<file path="config.mk">
export PLATFORM = sky130hd
export DESIGN_NAME = time_set_ctrl
export DESIGN_NICKNAME = d
export VERILOG_FILES = /design/src/rtl/time_set_ctrl.sv
export SDC_FILE = /design/constraint.sdc
export NUM_CORES = 1
export LEC_CHECK = 0
export BUFFER_PORTS_ARGS = -buffer_cell sky130_fd_sc_hd__buf_2
export CAP_MARGIN = 25
export CORE_MARGIN = 5
export CORE_UTILIZATION = 55
export DETAILED_ROUTE_END_ITERATION = 7
export PLACE_DENSITY = 0.83
export RECOVER_POWER = 25
export SETUP_SLACK_MARGIN = 0.02
export SYNTH_ARGS = -nofsm -noshare
export SYNTH_HDL_FRONTEND = slang
export SYNTH_SLANG_ARGS = --single-unit
</file>
<file path="constraint.sdc">
create_clock -name i_clock -period 3.13 [get_ports i_clock]
set_input_delay 0.313 -clock i_clock [delete_from_list [all_inputs] [get_ports i_clock]]
set_output_delay 0.313 -clock i_clock [all_outputs]
set_load 0.02 [all_outputs]
</file>
<file path="src/rtl/time_set_ctrl.sv">
// Time-setting controller for the digital clock.
// Synchronises and debounces the MODE and INC buttons, runs the RUN -> SET_HR -> SET_MIN
// session, auto-repeats a held INC, and hands the edited time to the clock counter as a
// one-cycle load pulse. Also drives the blink enables for the display multiplexer.
module time_set_ctrl #(
    parameter int unsigned DEBOUNCE_CYCLES = 1000000,
    parameter int unsigned REPEAT_CYCLES   = 50000000,
    parameter int unsigned BLINK_W         = 26
) (
    input  logic       i_clock,
    input  logic       i_rst,
    input  logic       i_btn_mode,
    input  logic       i_btn_inc,
    input  logic [4:0] i_cur_hr,
    input  logic [5:0] i_cur_min,
    output logic [4:0] o_set_hr,
    output logic [5:0] o_set_min,
    output logic       o_load,
    output logic       o_editing,
    output logic       o_blink_hr,
    output logic       o_blink_min
);

    localparam int unsigned DB_W  = (DEBOUNCE_CYCLES > 1) ? $clog2(DEBOUNCE_CYCLES) : 1;
    localparam int unsigned REP_W = (REPEAT_CYCLES > 1) ? $clog2(REPEAT_CYCLES) : 1;
    localparam logic [DB_W-1:0]  DB_MAX  = DB_W'(DEBOUNCE_CYCLES - 1);
    localparam logic [REP_W-1:0] REP_MAX = REP_W'(REPEAT_CYCLES - 1);

    typedef enum logic [1:0] {
        StRun    = 2'd0,
        StSetHr  = 2'd1,
        StSetMin = 2'd2
    } state_e;

    // Button bit 0 = MODE, bit 1 = INC.
    logic [1:0]         r_sync1;
    logic [1:0]         r_sync2;
    logic [1:0]         r_db;
    logic [1:0]         r_db_prev;
    logic [1:0]         r_press;
    logic [DB_W-1:0]    r_db_cnt [2];
    logic [REP_W-1:0]   r_rep_cnt;
    logic               r_rep;
    logic [BLINK_W-1:0] r_blink_cnt;
    state_e             r_state;
    logic [4:0]         r_set_hr;
    logic [5:0]         r_set_min;
    logic               r_load;
    logic               r_editing;
    logic               w_inc_evt;

    // Two-flop synchronisers for both raw buttons.
    always_ff @(posedge i_clock) begin
        if (i_rst) begin
            r_sync1 <= '0;
            r_sync2 <= '0;
        end else begin
            r_sync1 <= {i_btn_inc, i_btn_mode};
            r_sync2 <= r_sync1;
        end
    end

    // Debounce each button and register a one-cycle pulse on the debounced rising edge.
    always_ff @(posedge i_clock) begin
        if (i_rst) begin
            r_db      <= '0;
            r_db_prev <= '0;
            r_press   <= '0;
            for (int i = 0; i < 2; i++) begin
                r_db_cnt[i] <= '0;
            end
        end else begin
            for (int i = 0; i < 2; i++) begin
                r_db_prev[i] <= r_db[i];
                r_press[i]   <= r_db[i] & ~r_db_prev[i];
                if (r_sync2[i] == r_db[i]) begin
                    r_db_cnt[i] <= '0;
                end else if (r_db_cnt[i] == DB_MAX) begin
                    r_db[i]     <= r_sync2[i];
                    r_db_cnt[i] <= '0;
                end else begin
                    r_db_cnt[i] <= r_db_cnt[i] + 1'b1;
                end
            end
        end
    end

    // Auto-repeat for a held INC while editing; a mode pulse means the state is changing.
    always_ff @(posedge i_clock) begin
        if (i_rst) begin
            r_rep_cnt <= '0;
            r_rep     <= 1'b0;
        end else begin
            r_rep <= 1'b0;
            if (!r_db[1] || (r_state == StRun) || r_press[0]) begin
                r_rep_cnt <= '0;
            end else if (r_rep_cnt == REP_MAX) begin
                r_rep_cnt <= '0;
                r_rep     <= 1'b1;
            end else begin
                r_rep_cnt <= r_rep_cnt + 1'b1;
            end
        end
    end

    // Free-running blink counter; its MSB is the blink phase.
    always_ff @(posedge i_clock) begin
        if (i_rst) begin
            r_blink_cnt <= '0;
        end else begin
            r_blink_cnt <= r_blink_cnt + 1'b1;
        end
    end

    assign w_inc_evt = r_press[1] | r_rep;

    // Session FSM with registered outputs; a mode pulse always beats a coincident inc.
    always_ff @(posedge i_clock) begin
        if (i_rst) begin
            r_state   <= StRun;
            r_set_hr  <= '0;
            r_set_min <= '0;
            r_load    <= 1'b0;
            r_editing <= 1'b0;
        end else begin
            r_load <= 1'b0;
            case (r_state)
                StRun: begin
                    if (r_press[0]) begin
                        r_set_hr  <= i_cur_hr;
                        r_set_min <= i_cur_min;
                        r_state   <= StSetHr;
                        r_editing <= 1'b1;
                    end
                end
                StSetHr: begin
                    if (r_press[0]) begin
                        r_state <= StSetMin;
                    end else if (w_inc_evt) begin
                        r_set_hr <= (r_set_hr == 5'd23) ? 5'd0 : r_set_hr + 5'd1;
                    end
                end
                StSetMin: begin
                    if (r_press[0]) begin
                        r_state   <= StRun;
                        r_load    <= 1'b1;
                        r_editing <= 1'b0;
                    end else if (w_inc_evt) begin
                        r_set_min <= (r_set_min == 6'd59) ? 6'd0 : r_set_min + 6'd1;
                    end
                end
                default: begin
                    r_state   <= StRun;
                    r_editing <= 1'b0;
                end
            endcase
        end
    end

    assign o_set_hr    = r_set_hr;
    assign o_set_min   = r_set_min;
    assign o_load      = r_load;
    assign o_editing   = r_editing;
    assign o_blink_hr  = (r_state == StSetHr) & r_blink_cnt[BLINK_W-1];
    assign o_blink_min = (r_state == StSetMin) & r_blink_cnt[BLINK_W-1];

endmodule

</file>
==> impl_metrics.tcl <==
set metrics [dict create \
    status "completed" \
    stdcell_count 847 \
    min_from "i_btn_inc" \
    yosys.area.top_type_share_pct 26.76 \
    overflow 0 \
    rsz0062_at_grt "no" \
    yosysWarnings 0 \
    cp_data_required_time_ns 2.82 \
    tightest_slew_ns 0.7653 \
    power_leakage_nw 2.318 \
    r2r_cells 4 \
    syn_to_final_growth_pct 16.79 \
    synth_top_flop_cell "dfxtp_1" \
    reg2reg_slack_ns 0.71 \
    fin_crit_sh_pct 77.54 \
    crit_path_end_kind "output pin" \
    hold_viol 0 \
    seq_power_share_pct 44.9 \
    slew_violations 0 \
    p_int_w 0.002918 \
    synth_most_common_cell "dfxtp_1" \
    die_h_um 113.0 \
    fillers 798 \
    io_pins 30 \
    fin_nets 719 \
    dp_hpwl_mm 8.289 \
    pwr-share-comb_pct 2.3 \
    fmax_mhz 412.1 \
    avgSynthCellArea_um2 9.307 \
    yosys_register_bits 118 \
    cp_max_fo 18 \
    critical_path_class "reg2out" \
    syn_area_um2 5836 \
    grt_pass1_wl_mm 21.07 \
    drc 0 \
    post_cts_resized 0 \
    holdPathEnd "r_sync1[1]" \
    finalWirelength_mm 12.44 \
    reg2reg_to "r_db_cnt[0][3]" \
    htree_levels 4 \
    clock_skew_ns 0.004626 \
    ctsHoldBuffers 2 \
    viasPerCell 5.823 \
    switchingPower_w 0.0007417 \
    synthTopCellsByCount "dfxtp_1 (78), nor2_1 (69), a21oi_1 (51)" \
    clockPowerShare_pct 52.9 \
    core-area_um2 10320 \
    clock_sinks 118 \
    arrival_ns 2.11 \
    hold_class "in2reg" \
    timing.rr.start "r_db_cnt[0][6]" \
    ys_types 60 \
    portBuffers 29 \
    postCtsSetupBuffers 0 \
    drive_gt1_share_pct 9.423 \
    ant_nets 0 \
    regArea_um2 2763 \
    swShare_pct 20.26 \
    wl_per_cell_um 14.69 \
    synthTopCellsByArea "dfxtp_1 (27%), edfxtp_1 (21%), nor2_1 (4.4%), a21oi_1 (4.4%), xor2_1 (4.1%)" \
    n_antenna_cell 0 \
    cts_tree "yes" \
    syn_inst 627 \
    multiInputGateArea_um2 3029 \
    cts_root_buffer "clkbuf_8" \
    grt_use_total_pct 20.22 \
    dr.pass1.iters 5 \
    final-setup-viol-count 0 \
    grt_pass1_vias 4621 \
    die_w_um 113.0 \
    max_cap_violations 0 \
    synth_seq_area_share_pct 47.34 \
    cts_buffers 17 \
    vias 4932 \
    rows 37 \
    grt_max_degree 47 \
    timing.final.crit_period_ns 2.427 \
    synth_top_cell_by_area "dfxtp_1" \
    p_per_area_nw_per_um2 537.0 \
    fin_tns_setup_ns 0 \
    clock_path_buffers 2 \
    initial_core_util_pct 56.53 \
    place_inst 813 \
    relSlewSlack_pct 48.97 \
    clkTransAtPathRegs_ns 0.05 \
    holdPathStages 2 \
    synth_edf_count 40 \
    ir_worst_vdd_v 0.0005047 \
    routabilityCongestion 0.8638 \
    critPathLaunchType "register" \
    async_flop_share_pct 0 \
    drtIter0Drc 402 \
    clock_latency_ns 0.52 \
    antenna_found_initial 1 \
    die-area_um2 12770 \
]
==> worst max-delay path, cell delays in order (launching register included) <==
cell and delay (ns):
dfxtp_1 0.71, nand2b_1 0.40, nor2_1 0.28, buf_2 0.21
==> placed cells by master, fill, tap and decap left out, types with 6 or more instances in the layout <==
| cell type | n |
|---|---|
| a21oi_1 | 51 |
| and3_1 | 10 |
| and4_1 | 14 |
| buf_2 | 20 |
| clkbuf_1 | 11 |
| clkbuf_16 | 16 |
| clkinv_1 | 6 |
| conb_1 | 40 |
| dfxtp_1 | 78 |
| edfxtp_1 | 40 |
| ha_1 | 6 |
| inv_1 | 22 |
| nand2_1 | 30 |
| nand3_1 | 35 |
| nand4_1 | 24 |
| nor2_1 | 69 |
| nor2b_1 | 10 |
| nor3_1 | 12 |
| nor4b_1 | 6 |
| o21ai_0 | 29 |
| o31ai_1 | 15 |
| or3_1 | 24 |
| or4_1 | 13 |
| xnor2_1 | 20 |
| xor2_1 | 27 |
==> per-stage QoR <==
step | hold WS (ns) | area (um^2) | worst slack, ns | total power, W | util (%)
after floorplan | 0.3674 | 5982 | 1.057 | 0.001723 | -
after global placement | 0.3709 | 6225 | 0.7947 | 0.001747 | 60.30
after detailed placement | 0.3810 | 6225 | 0.7047 | 0.001753 | 60.30
after CTS | 0.02102 | 6828 | 0.7141 | 0.003687 | 66.14
after global routing | 0.02806 | 6815 | 0.5926 | 0.003777 | 66.02
final | 0.04030 | 6815 | 0.7031 | 0.003660 | 66.02
==> worst max-delay path by stage <==
stage,start,cells past startpoint,endpoint
2_1_floorplan,r_db_cnt[0][6],5,r_db_cnt[0][8]
3_3_place_gp,r_db_cnt[0][6],4,r_db_cnt[0][10]
3_5_place_dp,r_db_cnt[0][6],4,r_db_cnt[0][3]
4_1_cts,r_db_cnt[0][6],4,r_db_cnt[0][3]
5_1_grt,r_db_cnt[0][6],4,r_db_cnt[0][9]
6_report,r_state[0],3,o_blink_hr
==> layout make-up <==
class / count / area share (%)
multi-input combinational: 503 / 44.45
sequential: 118 / 40.54
clock buffer: 19 / 6.187
timing repair buffer: 35 / 2.699
tap: 136 / 2.497
clock inverter: 13 / 2.368
inverter: 23 / 1.267
==> state kept, by name (all words and copies together) (netlist names) <==
name	cells
r_sync2	2
r_db_cnt	40
r_db	2
o_set_min	6
r_blink_cnt	26
r_state	2
o_set_hr	5
r_sync1	2
r_db_prev	2
o_load	1
r_rep_cnt	26
o_editing	1
r_press	2
r_rep	1
==> power groups by stage <==
| stage | sequential (W) | clock (W) | combinational, W |
|---|---|---|---|
| 6_report | 0.00164 | 0.00193 | 0.0000830 |
| 5_1_grt | 0.00165 | 0.00204 | 0.0000951 |
| 4_1_cts | 0.00164 | 0.00196 | 0.0000822 |
| 3_5_place_dp | 0.00167 | 0 | 0.0000793 |
| 3_3_place_gp | 0.00167 | 0 | 0.0000766 |
| 2_1_floorplan | 0.00167 | 0 | 0.0000577 |
==> routing by layer <==
metal / vias up / track usage, % / wire length, um
met1: 2333 / 25.48 / 5536
li1: 2444 / - / -
met5: - / 0 / 13
met4: 2 / 9.936 / 294
met3: 29 / 4.866 / 543
met2: 124 / 32.54 / 6053
==> cells by family (layout without fill, tap and decap cells) <==
family | Yosys count | in the layout | share of synthesized area (%)
and+or+nand+nor | 278 | 278 | 26.63
AOI/OAI and AO/OA | 125 | 125 | 13.12
DFF | 118 | 118 | 47.34
xor gates and xnor gates | 47 | 47 | 7.054
buffers and inverters | 45 | 90 | 3.238
muxes | 7 | 7 | 1.265
adders and majority gates | 6 | 6 | 1.286
other | 1 | 40 | 0.06426
Note: power is estimated with default switching activity, not from simulation.
